`src/rtl/dart_seq_pkg.sv`:
```
`default_nettype none
// -----------------------------------------------------------------------------
// dart_seq_pkg : shared state, status codes and table-entry type   (rev 1.0)
// -----------------------------------------------------------------------------
package dart_seq_pkg;

  typedef enum logic [2:0] {
    S_IDLE    = 3'd0,
    S_PRESENT = 3'd1,
    S_GAP     = 3'd2,
    S_WAIT    = 3'd3,
    S_DONE    = 3'd4
  } state_t;

  localparam logic [1:0] ST_EMPTY     = 2'b00;
  localparam logic [1:0] ST_SET_LAST  = 2'b01;
  localparam logic [1:0] ST_SET_EARLY = 2'b10;
  localparam logic [1:0] ST_TIMEOUT   = 2'b11;

  // Entry layout for the default widths; the RAM word packs fields in this order.
  localparam int ENTRY_COORD_W = 8;
  localparam int ENTRY_HOLD_W  = 4;

  typedef struct packed {
    logic [ENTRY_COORD_W-1:0] x;
    logic [ENTRY_COORD_W-1:0] y;
    logic [ENTRY_HOLD_W-1:0]  hold;
  } entry_t;

endpackage
`default_nettype wire

```
`src/rtl/dart_entry_ram.sv`:
```
`default_nettype none
// -----------------------------------------------------------------------------
// dart_entry_ram : throw table, synchronous write / asynchronous read (rev 1.0)
// -----------------------------------------------------------------------------
module dart_entry_ram #(
  parameter int DEPTH = 16,
  parameter int WIDTH = 20
) (
  input  logic                     clk,
  input  logic                     wr_en_i,
  input  logic [$clog2(DEPTH)-1:0] wr_addr_i,
  input  logic [WIDTH-1:0]         wr_data_i,
  input  logic [$clog2(DEPTH)-1:0] rd_addr_i,
  output logic [WIDTH-1:0]         rd_data_o
);

  logic [WIDTH-1:0] mem_q [DEPTH];

  always_ff @(posedge clk) begin
    if (wr_en_i) begin
      mem_q[wr_addr_i] <= wr_data_i;
    end
  end

  assign rd_data_o = mem_q[rd_addr_i];

endmodule
`default_nettype wire

```
`src/rtl/dart_throw_sequencer.sv`:
```
`default_nettype none
// -----------------------------------------------------------------------------
// dart_throw_sequencer : replays a throw table into the scoring core and
// captures its game result                                          (rev 1.0)
// -----------------------------------------------------------------------------
module dart_throw_sequencer
  import dart_seq_pkg::*;
#(
  parameter int COORD_W     = 8,
  parameter int DEPTH       = 16,
  parameter int NUM_PLAYERS = 2,
  parameter int PT_W        = 9,
  parameter int HOLD_W      = 4,
  parameter int TIMEOUT     = 32
) (
  input  logic                          clk,
  input  logic                          reset,
  input  logic                          cfg_wr_en,
  input  logic [$clog2(DEPTH)-1:0]      cfg_wr_addr,
  input  logic [COORD_W-1:0]            cfg_wr_x,
  input  logic [COORD_W-1:0]            cfg_wr_y,
  input  logic [HOLD_W-1:0]             cfg_wr_hold,
  input  logic [$clog2(DEPTH):0]        cfg_len,
  input  logic                          cfg_pulse,
  input  logic                          start,
  output logic                          busy_o,
  output logic                          dart_come_o,
  output logic [COORD_W-1:0]            dart_position_x_o,
  output logic [COORD_W-1:0]            dart_position_y_o,
  input  logic                          game_set_i,
  input  logic [NUM_PLAYERS-1:0]        player_win_i,
  input  logic [NUM_PLAYERS*PT_W-1:0]   player_pt_i,
  output logic                          seq_done_o,
  output logic [1:0]                    status_o,
  output logic [NUM_PLAYERS-1:0]        win_o,
  output logic [NUM_PLAYERS*PT_W-1:0]   pt_o,
  output logic [$clog2(DEPTH):0]        throws_o
);

  localparam int AW = $clog2(DEPTH);
  localparam int LW = AW + 1;
  localparam int EW = 2 * COORD_W + HOLD_W;
  localparam int TW = $clog2(TIMEOUT + 1);

  state_t                      state_q, state_d;
  logic [AW-1:0]               idx_q, idx_d;
  logic [LW-1:0]               len_q, len_d;
  logic                        pulse_q, pulse_d;
  logic [HOLD_W-1:0]           hold_q, hold_d;
  logic [TW-1:0]               wait_q, wait_d;
  logic [1:0]                  status_q, status_d;
  logic [NUM_PLAYERS-1:0]      win_q, win_d;
  logic [NUM_PLAYERS*PT_W-1:0] pt_q, pt_d;
  logic [LW-1:0]               throws_q, throws_d;

  logic [EW-1:0]               rd_data;
  logic [COORD_W-1:0]          ent_x, ent_y;
  logic [HOLD_W-1:0]           ent_hold;
  logic                        last_entry;

  dart_entry_ram #(
    .DEPTH (DEPTH),
    .WIDTH (EW)
  ) u_ram (
    .clk       (clk),
    .wr_en_i   (cfg_wr_en && (state_q == S_IDLE)),
    .wr_addr_i (cfg_wr_addr),
    .wr_data_i ({cfg_wr_x, cfg_wr_y, cfg_wr_hold}),
    .rd_addr_i (idx_q),
    .rd_data_o (rd_data)
  );

  assign {ent_x, ent_y, ent_hold} = rd_data;
  assign last_entry = ({1'b0, idx_q} == (len_q - LW'(1)));

  assign busy_o            = (state_q == S_PRESENT) || (state_q == S_GAP) || (state_q == S_WAIT);
  assign dart_come_o       = (state_q == S_PRESENT);
  assign dart_position_x_o = dart_come_o ? ent_x : '0;
  assign dart_position_y_o = dart_come_o ? ent_y : '0;
  assign seq_done_o        = (state_q == S_DONE);
  assign status_o          = status_q;
  assign win_o             = win_q;
  assign pt_o              = pt_q;
  assign throws_o          = throws_q;

  always_comb begin
    state_d  = state_q;
    idx_d    = idx_q;
    len_d    = len_q;
    pulse_d  = pulse_q;
    hold_d   = hold_q;
    wait_d   = wait_q;
    status_d = status_q;
    win_d    = win_q;
    pt_d     = pt_q;
    throws_d = throws_q;

    // A game result wins over any same-cycle hold, gap or timeout transition.
    if (busy_o && game_set_i) begin
      state_d  = S_DONE;
      win_d    = player_win_i;
      pt_d     = player_pt_i;
      status_d = last_entry ? ST_SET_LAST : ST_SET_EARLY;
    end else begin
      case (state_q)
        S_IDLE: begin
          if (start) begin
            len_d    = (cfg_len > LW'(DEPTH)) ? LW'(DEPTH) : cfg_len;
            pulse_d  = cfg_pulse;
            idx_d    = '0;
            hold_d   = '0;
            wait_d   = '0;
            win_d    = '0;
            pt_d     = '0;
            status_d = ST_EMPTY;
            if (cfg_len == '0) begin
              throws_d = '0;
              state_d  = S_DONE;
            end else begin
              throws_d = LW'(1);
              state_d  = S_PRESENT;
            end
          end
        end
        S_PRESENT: begin
          if (hold_q == ent_hold) begin
            hold_d = '0;
            if (last_entry) begin
              wait_d  = '0;
              state_d = S_WAIT;
            end else begin
              idx_d = idx_q + 1'b1;
              if (pulse_q) begin
                state_d = S_GAP;
              end else begin
                throws_d = throws_q + 1'b1;
              end
            end
          end else begin
            hold_d = hold_q + 1'b1;
          end
        end
        S_GAP: begin
          throws_d = throws_q + 1'b1;
          state_d  = S_PRESENT;
        end
        S_WAIT: begin
          if (wait_q == TW'(TIMEOUT - 1)) begin
            status_d = ST_TIMEOUT;
            state_d  = S_DONE;
          end else begin
            wait_d = wait_q + 1'b1;
          end
        end
        S_DONE:  state_d = S_IDLE;
        default: state_d = S_IDLE;
      endcase
    end
  end

  always_ff @(posedge clk or posedge reset) begin
    if (reset) begin
      state_q  <= S_IDLE;
      idx_q    <= '0;
      len_q    <= '0;
      pulse_q  <= 1'b0;
      hold_q   <= '0;
      wait_q   <= '0;
      status_q <= ST_EMPTY;
      win_q    <= '0;
      pt_q     <= '0;
      throws_q <= '0;
    end else begin
      state_q  <= state_d;
      idx_q    <= idx_d;
      len_q    <= len_d;
      pulse_q  <= pulse_d;
      hold_q   <= hold_d;
      wait_q   <= wait_d;
      status_q <= status_d;
      win_q    <= win_d;
      pt_q     <= pt_d;
      throws_q <= throws_d;
    end
  end

endmodule
`default_nettype wire
```
`config.mk`:
```
export PLATFORM = sky130hd
export DESIGN_NAME = dart_throw_sequencer
export DESIGN_NICKNAME = d
export VERILOG_FILES = /design/src/rtl/dart_seq_pkg.sv /design/src/rtl/dart_entry_ram.sv /design/src/rtl/dart_throw_sequencer.sv
export SDC_FILE = /design/constraint.sdc
export NUM_CORES = 1
export LEC_CHECK = 0
export CORE_MARGIN = 2
export CORE_UTILIZATION = 31
export DETAILED_ROUTE_END_ITERATION = 16
export DONT_BUFFER_PORTS = 1
export SLEW_MARGIN = 20
export SYNTH_ARGS = -nofsm -noshare
export SYNTH_HDL_FRONTEND = slang
export SYNTH_SLANG_ARGS = --single-unit
```
`constraint.sdc`:
```
create_clock -name clk -period 4.8 [get_ports clk]
set_input_delay 0.96 -clock clk [delete_from_list [all_inputs] [get_ports clk]]
set_output_delay 0.96 -clock clk [all_outputs]
set_load 0.05 [all_outputs]
```
==> reports/metrics.yaml <==
wl_met2_um: 15000
die-area_mm2: 0.0495
postRouteAntennaNets: 0
finalHoldWorstSlack_ns: 0.461
drive_above_1_share: 0.263
antenna_found_initial: 0
route.vias.total: 7297
setup_violations: 0
crit_path_end_kind: "primary output"
avgSynthCellArea_um2: 19.5
min_period_ns: 4.25
start_util: 0.312
die-height_um: 223
yosys_warnings: 0
coreArea_mm2: 0.0474
rows: 80
cts_tree: "done"
ys.flop_type: "edfxtp_1"
routed.top_layer: "met4"
hpwl_um: 18300
cp_slowest_cell: "dfrtp_4"
leakage_nw: 5.41
via_per_inst: 5.10
port_buffers: 0
final_max_slew_viol_count: 0
ys_seq_area_frac: 0.733
m1WireLength_um: 14300
grt_pass1_vias: 7323
diodes: 0
boundaryPins: 101
maxCapViolCount: 0
clk_pin_slew_ns: 0.06
rsz0062_at_grt: "no"
clk_path_buf_depth: 3
outcome: "finished, final reports clean"
route.detailed.drc: 0
synthDistinctLibCells: 54
reg2reg_setup_slack_ns: 1.32
layout_common_cells: "edfxtp_1 (320), mux4_2 (95), dfrtp_1 (46), clkbuf_16 (38), nand2_1 (27)"
worstRegToRegCells: 7
fin_setup_tns_ns: 0
wirelength_um: 32200
grt_pass1_wl_um: 47800
crit_buf_inv: 2
crit_path_max_fanout: 28
critPathKind: "reg -> out"
drtIter0Drc: 733
power_density_mw_per_mm2: 528
place_congestion: 0.776
finalCritPeriodShare: 0.885
num-fill-cells: 4324
grt_use_total: 0.129
wl_per_cell_um: 22.5
cts_buffers: 37
ys_async_sr_fraction: 0.135
clk_latency_ns: 0.54
fp.dieW_um: 223
cpMostUsedCell: "mux4_2"
met3_length_um: 2540
fmax_mhz: 235
synth-seq-cells: 370
hold_violations: 0
skew_ns: 0.0238
synth_edf_count: 320
cp_top_family: "multiplexers"
h-tree-depth: 2
finalPower_mw: 8.99
tightest_slew_ns: 1.03
postCtsSetupBuffers: 0
crit_required_ns: 3.84
cp-start-kind: "flop"
irDropWorstVdd_mv: 0.390
syn_to_final_growth_pct: 15.0
cp.depth: 5
root_buffer: "clkbuf_16"
arrival_ns: 3.29
gr-total-overflow: 0
final_util: 0.359
synth_fp_nets: 821
final_common_cell: "edfxtp_1"
nets: 849
netlist_area_mm2: 0.0148
clock_sinks: 370
cts_resized: 0
slew_headroom: 0.308
hp-class: "in -> async"
netlist_instances: 761
postCtsHoldBufs: 0
slowest_delay_ns: 0.80
grt_max_degree: 52
dr.pass1.iters: 4
crit_chain: "buf_12 -> buf_4 -> mux4_2 -> mux4_2 -> and2_1"
layout make-up:
type | count | area (um^2) | area share
clock inverters | 22 | 320 | 0.0188
multi-input cells | 337 | 3780 | 0.222
clock buffers | 43 | 970 | 0.0570
inverters | 14 | 53.8 | 0.00316
well taps | 615 | 769 | 0.0452
repair buffers | 29 | 255 | 0.0150
flip-flops and latches | 370 | 10900 | 0.639
cells in the mapped netlist, drive strengths merged, types with 3 or more instances:
cell | number | area (um^2)
a211oi | 3 | 22.5
a21oi | 7 | 35.0
a221oi | 4 | 35.0
a22o | 22 | 193
a31oi | 3 | 18.8
and2 | 17 | 106
buf | 21 | 95.1
clkbuf | 19 | 71.3
dfrtp | 50 | 1250
edfxtp | 320 | 9610
ha | 5 | 62.6
inv | 14 | 52.6
mux2 | 7 | 78.8
mux2i | 8 | 80.1
mux4 | 95 | 2140
nand2 | 27 | 101
nand2b | 8 | 50.1
nand3 | 12 | 60.1
nand4b | 3 | 26.3
nor2 | 33 | 124
nor3 | 13 | 65.1
nor4 | 4 | 25.0
o21ai | 14 | 70.1
o2bb2ai | 6 | 52.6
or3 | 3 | 18.8
xnor2 | 7 | 61.3
xor2 | 3 | 26.3
cells by family (layout without fill, tap and decap cells):
| group | after synthesis | count (layout) | synth area share |
|---|---|---|---|
| AO/OA/AOI/OAI | 77 | 77 | 0.0399 |
| XOR/XNOR | 10 | 10 | 0.00592 |
| adder cells (fa/ha/maj) | 5 | 5 | 0.00423 |
| buffers and inverters | 54 | 108 | 0.0148 |
| flip-flops | 370 | 370 | 0.733 |
| multiplexers | 110 | 110 | 0.155 |
| AND/OR/NAND/NOR | 135 | 135 | 0.0465 |
routing by layer:
metal	vias to the layer above	track usage
met2	289	0.204
met5	-	0
met4	0	0.0245
met3	29	0.0370
met1	3813	0.178
li1	3166	-
power by group:
group / internal, mW / total [mW] / switching, mW
logic: 0.694 / 1.74 / 1.05
registers: 3.68 / 4.19 / 0.513
clock network: 1.84 / 3.06 / 1.22
total: 6.22 / 8.99 / 2.78
final timing paths:
| check | start | endpoint |
|---|---|---|
| worst max-delay path | idx_q[0]$_DFFE_PP0P_ | dart_position_x_o[4] |
| worst min-delay path | reset | throws_o[1]$_DFFE_PP0P_ |
| worst max register to register | idx_q[2]$_DFFE_PP0P_ | idx_q[3]$_DFFE_PP0P_ |
| worst min register to register | wait_q[1]$_DFFE_PP0P_ | wait_q[1]$_DFFE_PP0P_ |
| max in group asynchronous | reset | idx_q[0]$_DFFE_PP0P_ |
| min in group clk | cfg_wr_x[5] | u_ram.mem_q[15][17]$_DFFE_PP_ |
worst reg2reg max path, cell delays in order (launching register included):
cell     delay [ns]
dfrtp_2        0.81
mux4_2         0.62
mux4_2         0.51
xnor2_1        0.18
nand2_1        0.09
a211o_1        0.49
o311a_1        0.44
a211o_1        0.22
through the flow:
step	std cells	cell area [um^2]	worst slack [ns]
floorplan	761	14800	0.936
global placement	1364	15700	0.944
detailed placement	1364	15700	0.913
CTS	1429	17000	0.333
global route	1430	17000	0.374
finish	1430	17000	0.551
flip-flops by register name, indices dropped and copies added, names as in the netlist:
| register | cells |
|---|---|
| pt_o | 18 |
| throws_o | 5 |
| u_ram.mem_q | 320 |
| idx_q | 4 |
| state_q | 3 |
| win_o | 2 |
| status_o | 2 |
| hold_q | 4 |
| wait_q | 6 |
| pulse_q | 1 |
| len_q | 5 |
Power figures use the tool's default switching activity.
==> RTL edit 1 (same settings) <==
Make the reset (`reset`) synchronous in one clocked block. Comments in the files are not updated.
--- a/src/rtl/dart_throw_sequencer.sv
+++ b/src/rtl/dart_throw_sequencer.sv
@@ -158,7 +158,7 @@
     end
   end
 
-  always_ff @(posedge clk or posedge reset) begin
+  always_ff @(posedge clk) begin
     if (reset) begin
       state_q  <= S_IDLE;
       idx_q    <= '0;
Behaviour: differs if reset is asserted again (counterexample within 4 cycles, from zero or initial values and one cycle with reset high); with reset held inactive, the same outputs for 4 cycles.
==> RTL edit 1 against the unedited design <==
Largest cell class unchanged. Count of clock-buffer cells in the layout grew 6. Routed wire length grew 3.5%. Area after synthesis is 0.52% higher. Worst setup slack better by 110 ps. Cell count is 3.6% higher. Worst hold slack better by 6.5 ps. Global-route usage increased by 0.49 points. Sequential cell count up 4. Design area is 0.17% higher.
Power is not compared: it rests on default switching activity, and its combinational part moved more than twofold at a synthesized area within 25%.
==> RTL edit 1: results (changes against the unedited design) <==
[metrics] worst min-delay path category: flip-flop to flip-flop (was input port to asynchronous set/reset pin)
[metrics] buffers inserted by post-CTS timing repair: 0 (unchanged)
[metrics] crit-path max cell delay: 770 ps (was 800 ps)
[metrics] Peak supply drop: 315 uV
[metrics] Overall Global Routing Usage: 13.4% (was 12.9%)
[metrics] first-pass iteration count of the detailed router: 5 (was 4)
[metrics] quantity of gates resized following cts: 0 (unchanged)
[metrics] outcome: finished clean (unchanged)
[metrics] via count normalized by instance count: 5.17 (was 5.10)
[metrics] number of antenna violations at the first check in global routing: 0 (unchanged)
[metrics] routability-driven placement congestion ratio: 0.750 (was 0.776)
[metrics] Final nets: 900 (was 849)
[metrics] via count of the first global-routing pass: 7811 (was 7323)
[metrics] Max-Slew Margin vs Limit: 29.1% (was 30.8%)
[metrics] diodes inserted: 0 (unchanged)
[metrics] share of cells above drive strength 1: 23.6% (was 26.3%)
[metrics] cells taking the most area after synthesis: edfxtp_1 (65%), mux4_2 (15%), dfxtp_1 (7.3%) (was edfxtp_1 (65%), mux4_2 (14%), dfrtp_1 (8.5%))
[metrics] origin of the worst min-delay path: wait_q[1]
[metrics] cts bufs inserted: 40 (was 37)
[metrics] maximum number of pins on one net before global-route repair: 72 (was 52)
[metrics] violation count after the first detailed-routing iteration: 687 (was 733)
[metrics] Final HPWL DP: 19.4 mm (was 18.3 mm)
[metrics] sequential share of the synthesized area: 71.8% (was 73.3%)
[metrics] post-placement setup slack: 1090 ps (was 913 ps)
[metrics] post-detailed-route wirelength per cell: 22.5 microns (about the same)
[metrics] met1 usage in global routing: 17.2% (was 17.8%)
[metrics] Mapped Nets: 878 (was 821)
[metrics] library cell contributing the largest single delay on the critical path: dfxtp_4 (was dfrtp_4)
[metrics] Worst Clk Skew: 29.9 ps (was 23.8 ps)
[metrics] number of distinct library cell variants in the gate-level netlist after synthesis: 56 (was 54)
[metrics] Biggest register: u_ram.mem_q (unchanged)
[metrics] clock latency of the later-clocked register in the worst-skew pair: 560 ps (was 540 ps)
[metrics] maximum root-to-sink buffer count: 3 (unchanged)
[metrics] category of the worst setup path launch point: flip-flop (unchanged)
[metrics] list of most frequent post-synthesis cells: edfxtp_1 (320), mux4_2 (96), dfxtp_1 (54) (was edfxtp_1 (320), mux4_2 (95), dfrtp_1 (50))
[metrics] critical-path maximum fanout: 34 (was 28)
[metrics] first-pass GRT wire length: 49.6 mm (was 47.8 mm)
[metrics] Post-synth ARST share: 0% (was 13.5%)
[metrics] fraction of met2 tracks used by global routing: 22.6% (was 20.4%)
[metrics] met3 capacity usage during global routing: 3.56% (was 3.70%)
## RTL edit 1: worst paths after layout
kind	end	slack, ps	depth (start not counted)
hold / removal	wait_q[1]	470	2
hold reg to reg	wait_q[1]	470	2
setup / recovery	dart_position_y_o[4]	660	4
setup reg to reg	flip-flop	1090	6
## RTL edit 1: worst max-delay path: cells and delay by family, from the launching register on
family                 cells  cell delay, ps
DFF                        1             770
buffers and inverters      1             430
and+or+nand+nor            1             360
muxes                      2            1070
## RTL edit 1: per-layer routing
metal | up-vias | routed length (microns)
met1 | 3996 | 14100
met2 | 250 | 16200
met4 | 0 | 604
li1 | 3373 | -
met3 | 46 | 2320
met5 | - | 0
## RTL edit 1: power by group
group	leakage [nW]	switching, mW	internal (mW)
clock	0.627	1.29	1.77
sequential	3.33	0.0613	3.57
combinational	1.20	0.173	0.0690
## RTL edit 1: cells by family (layout without fill, tap and decap cells)
family | after synthesis | count (layout) | synth area share [%]
flip-flops | 374 | 374 | 71.8
AND/OR/NAND/NOR | 174 | 174 | 5.96
multiplexers | 107 | 107 | 15.3
AO/OA/AOI/OAI | 92 | 92 | 4.30
buffers and inverters | 57 | 106 | 1.63
XOR/XNOR | 9 | 9 | 0.580
adder cells (fa/ha/maj) | 5 | 5 | 0.420
## RTL edit 1: layout make-up
cell class | count | area [sq um]
clock buffer | 49 | 1030
clock inverter | 20 | 270
fill | 4380 | 30500
inverter | 12 | 45.0
multi-input combinational | 387 | 4020
sequential | 374 | 10700
tap | 615 | 769
timing repair buffer | 25 | 213
## RTL edit 1: per-stage QoR
stage	cells	cell area [sq um]
finish	1482	17100
floorplan	818	14900
global placement	1413	15700
detailed placement	1413	15700
global route	1482	17100
CTS	1482	17100
==> RTL edit 2 (config.mk and constraints unchanged) <==
Without the edit above. `COORD_W`: 8 -> 10.
--- a/src/rtl/dart_throw_sequencer.sv
+++ b/src/rtl/dart_throw_sequencer.sv
@@ -6,7 +6,7 @@
 module dart_throw_sequencer
   import dart_seq_pkg::*;
 #(
-  parameter int COORD_W     = 8,
+  parameter int COORD_W     = 10,
   parameter int DEPTH       = 16,
   parameter int NUM_PLAYERS = 2,
   parameter int PT_W        = 9,
Ports: changed (resized cfg_wr_x, cfg_wr_y, dart_position_x_o and dart_position_y_o); port bits go from 101 to 109. The function was not compared with the original's and may differ.
==> RTL edit 2 against the unedited design <==
Area after synthesis grew 17%. Power grew 18%. Cell count grew 16%. Routed wire length grew 21%. Sequential cell count grew 64. Core utilization grew 0.062 points. Worst setup slack gained 81 ps. Design area grew 17%. Count of clock-buffer cells in the layout grew 8. Non-clock buffer count grew 1. Critical endpoint is now dart_position_y_o[6]. Largest cell class unchanged. Highest routed layer is now met5.
==> RTL edit 2: results (changes against the unedited design) <==
[metrics] outcome: finished clean (unchanged)
[metrics] share of cells above drive strength 1: 25.7% (was 26.3%)
[metrics] total placed instance area: 18400 sq um (was 15700 sq um)
[metrics] via count of the first global-routing pass: 8428 (was 7323)
[metrics] Reg-to-Reg Start: idx_q[0] (was idx_q[2])
[metrics] Worst Clk Skew: 25.9 ps (was 23.8 ps)
[metrics] via count normalized by instance count: 5.05 (was 5.10)
[metrics] cells taking the most area after synthesis: edfxtp_1 (66%), mux4_2 (14%), dfrtp_1 (7.2%) (was edfxtp_1 (65%), mux4_2 (14%), dfrtp_1 (8.5%))
[metrics] Mapped Nets: 918 (was 821)
[metrics] number of distinct library cell variants in the gate-level netlist after synthesis: 66 (was 54)
[metrics] fill count: 5045 (was 4324)
[metrics] Final nets: 948 (was 849)
[metrics] post-detailed-route wirelength per cell: 23.4 microns (was 22.5 microns)
[metrics] number of enable flip-flop cells after synthesis: 384 (was 320)
[metrics] static leakage: 6.18 nW (was 5.41 nW)
[metrics] number of antenna violations at the first check in global routing: 1 (was 0)
[metrics] Overall Global Routing Usage: 13.5% (was 12.9%)
[metrics] routability-driven placement congestion ratio: 0.746 (was 0.776)
[metrics] gate count of the mapped netlist: 854 (was 761)
[metrics] worst slew pin tran: 1000 ps (was 1030 ps)
[metrics] maximum number of pins on one net before global-route repair: 53 (was 52)
[metrics] cts bufs inserted: 43 (was 37)
[metrics] list of most frequent post-synthesis cells: edfxtp_1 (384), mux4_2 (110), dfrtp_1 (50) (was edfxtp_1 (320), mux4_2 (95), dfrtp_1 (50))
[metrics] path depth of the worst reg2reg path: 8 (was 7)
[metrics] Peak supply drop: 329 uV (was 390 uV)
[metrics] critical path data arrival time: 3210 ps (was 3290 ps)
RTL edit 2: changes by cell type in the layout (fill, tap and decap cells not counted), moves of 5 or more:
| cell | before | now |
|---|---|---|
| and2_1 | 17 | 23 |
| clkbuf_16 | 38 | 43 |
| edfxtp_1 | 320 | 384 |
| mux4_2 | 95 | 110 |
| nor2_2 | 12 | 0 |
| nor2_4 | 0 | 12 |
| clkinv_1 | 4 | 10 |
| o21ai_1 | 5 | 0 |
RTL edit 2: final timing paths:
check	end	slack (ps)
hold reg to reg	wait_q[1]	540
setup reg to reg	throws_o[0]	1250
hold / removal	pt_o[12]	430
setup / recovery	dart_position_y_o[6]	630
min in group clk	u_ram.mem_q[9][23]	480
max in group asynchronous	idx_q[1]	3740
RTL edit 2: layout make-up:
| class | count | share of cell area, % |
|---|---|---|
| Clock inverter | 27 | 1.42 |
| Multi-Input combinational cell | 361 | 22.3 |
| Timing Repair Buffer | 30 | 1.26 |
| Tap cell | 748 | 4.72 |
| Inverter | 14 | 0.271 |
| Clock buffer | 51 | 5.58 |
| Sequential cell | 434 | 64.5 |
RTL edit 2: kinds of logic (layout without fill, tap and decap cells):
family,Yosys count,count (layout),share of synthesized area (%)
muxes,130,130,15.9
buffers and inverters,59,122,1.45
adders and majority gates,5,5,0.361
and+or+nand+nor,138,138,4.34
DFF,434,434,73.7
AOI/OAI and AO/OA,75,75,3.57
xor gates and xnor gates,13,13,0.700
RTL edit 2: per-layer routing:
layer | global-route usage [%] | wire, microns
met4 | 3.29 | 649
met1 | 18.4 | 17400
met2 | 21.6 | 18200
met5 | 0 | 10
met3 | 3.63 | 2710
RTL edit 2: stage by stage:
step / setup slack, ps / hold slack, ps
floorplan: 997 / 472
global placement: 1140 / 514
detailed placement: 1140 / 524
CTS: 524 / 446
global route: 437 / 443
finish: 632 / 432
RTL edit 2: critical path, cell delays in order, from the launching register on:
cell and delay [ps]:
dfrtp_4 800, buf_4 410, mux4_2 540, mux4_2 520, and2_1 360
RTL edit 2: report_power, final:
group	switching, mW	internal, mW
clock network	1.43	1.92
registers	0.667	4.34
logic	1.31	0.922
total	3.40	7.18
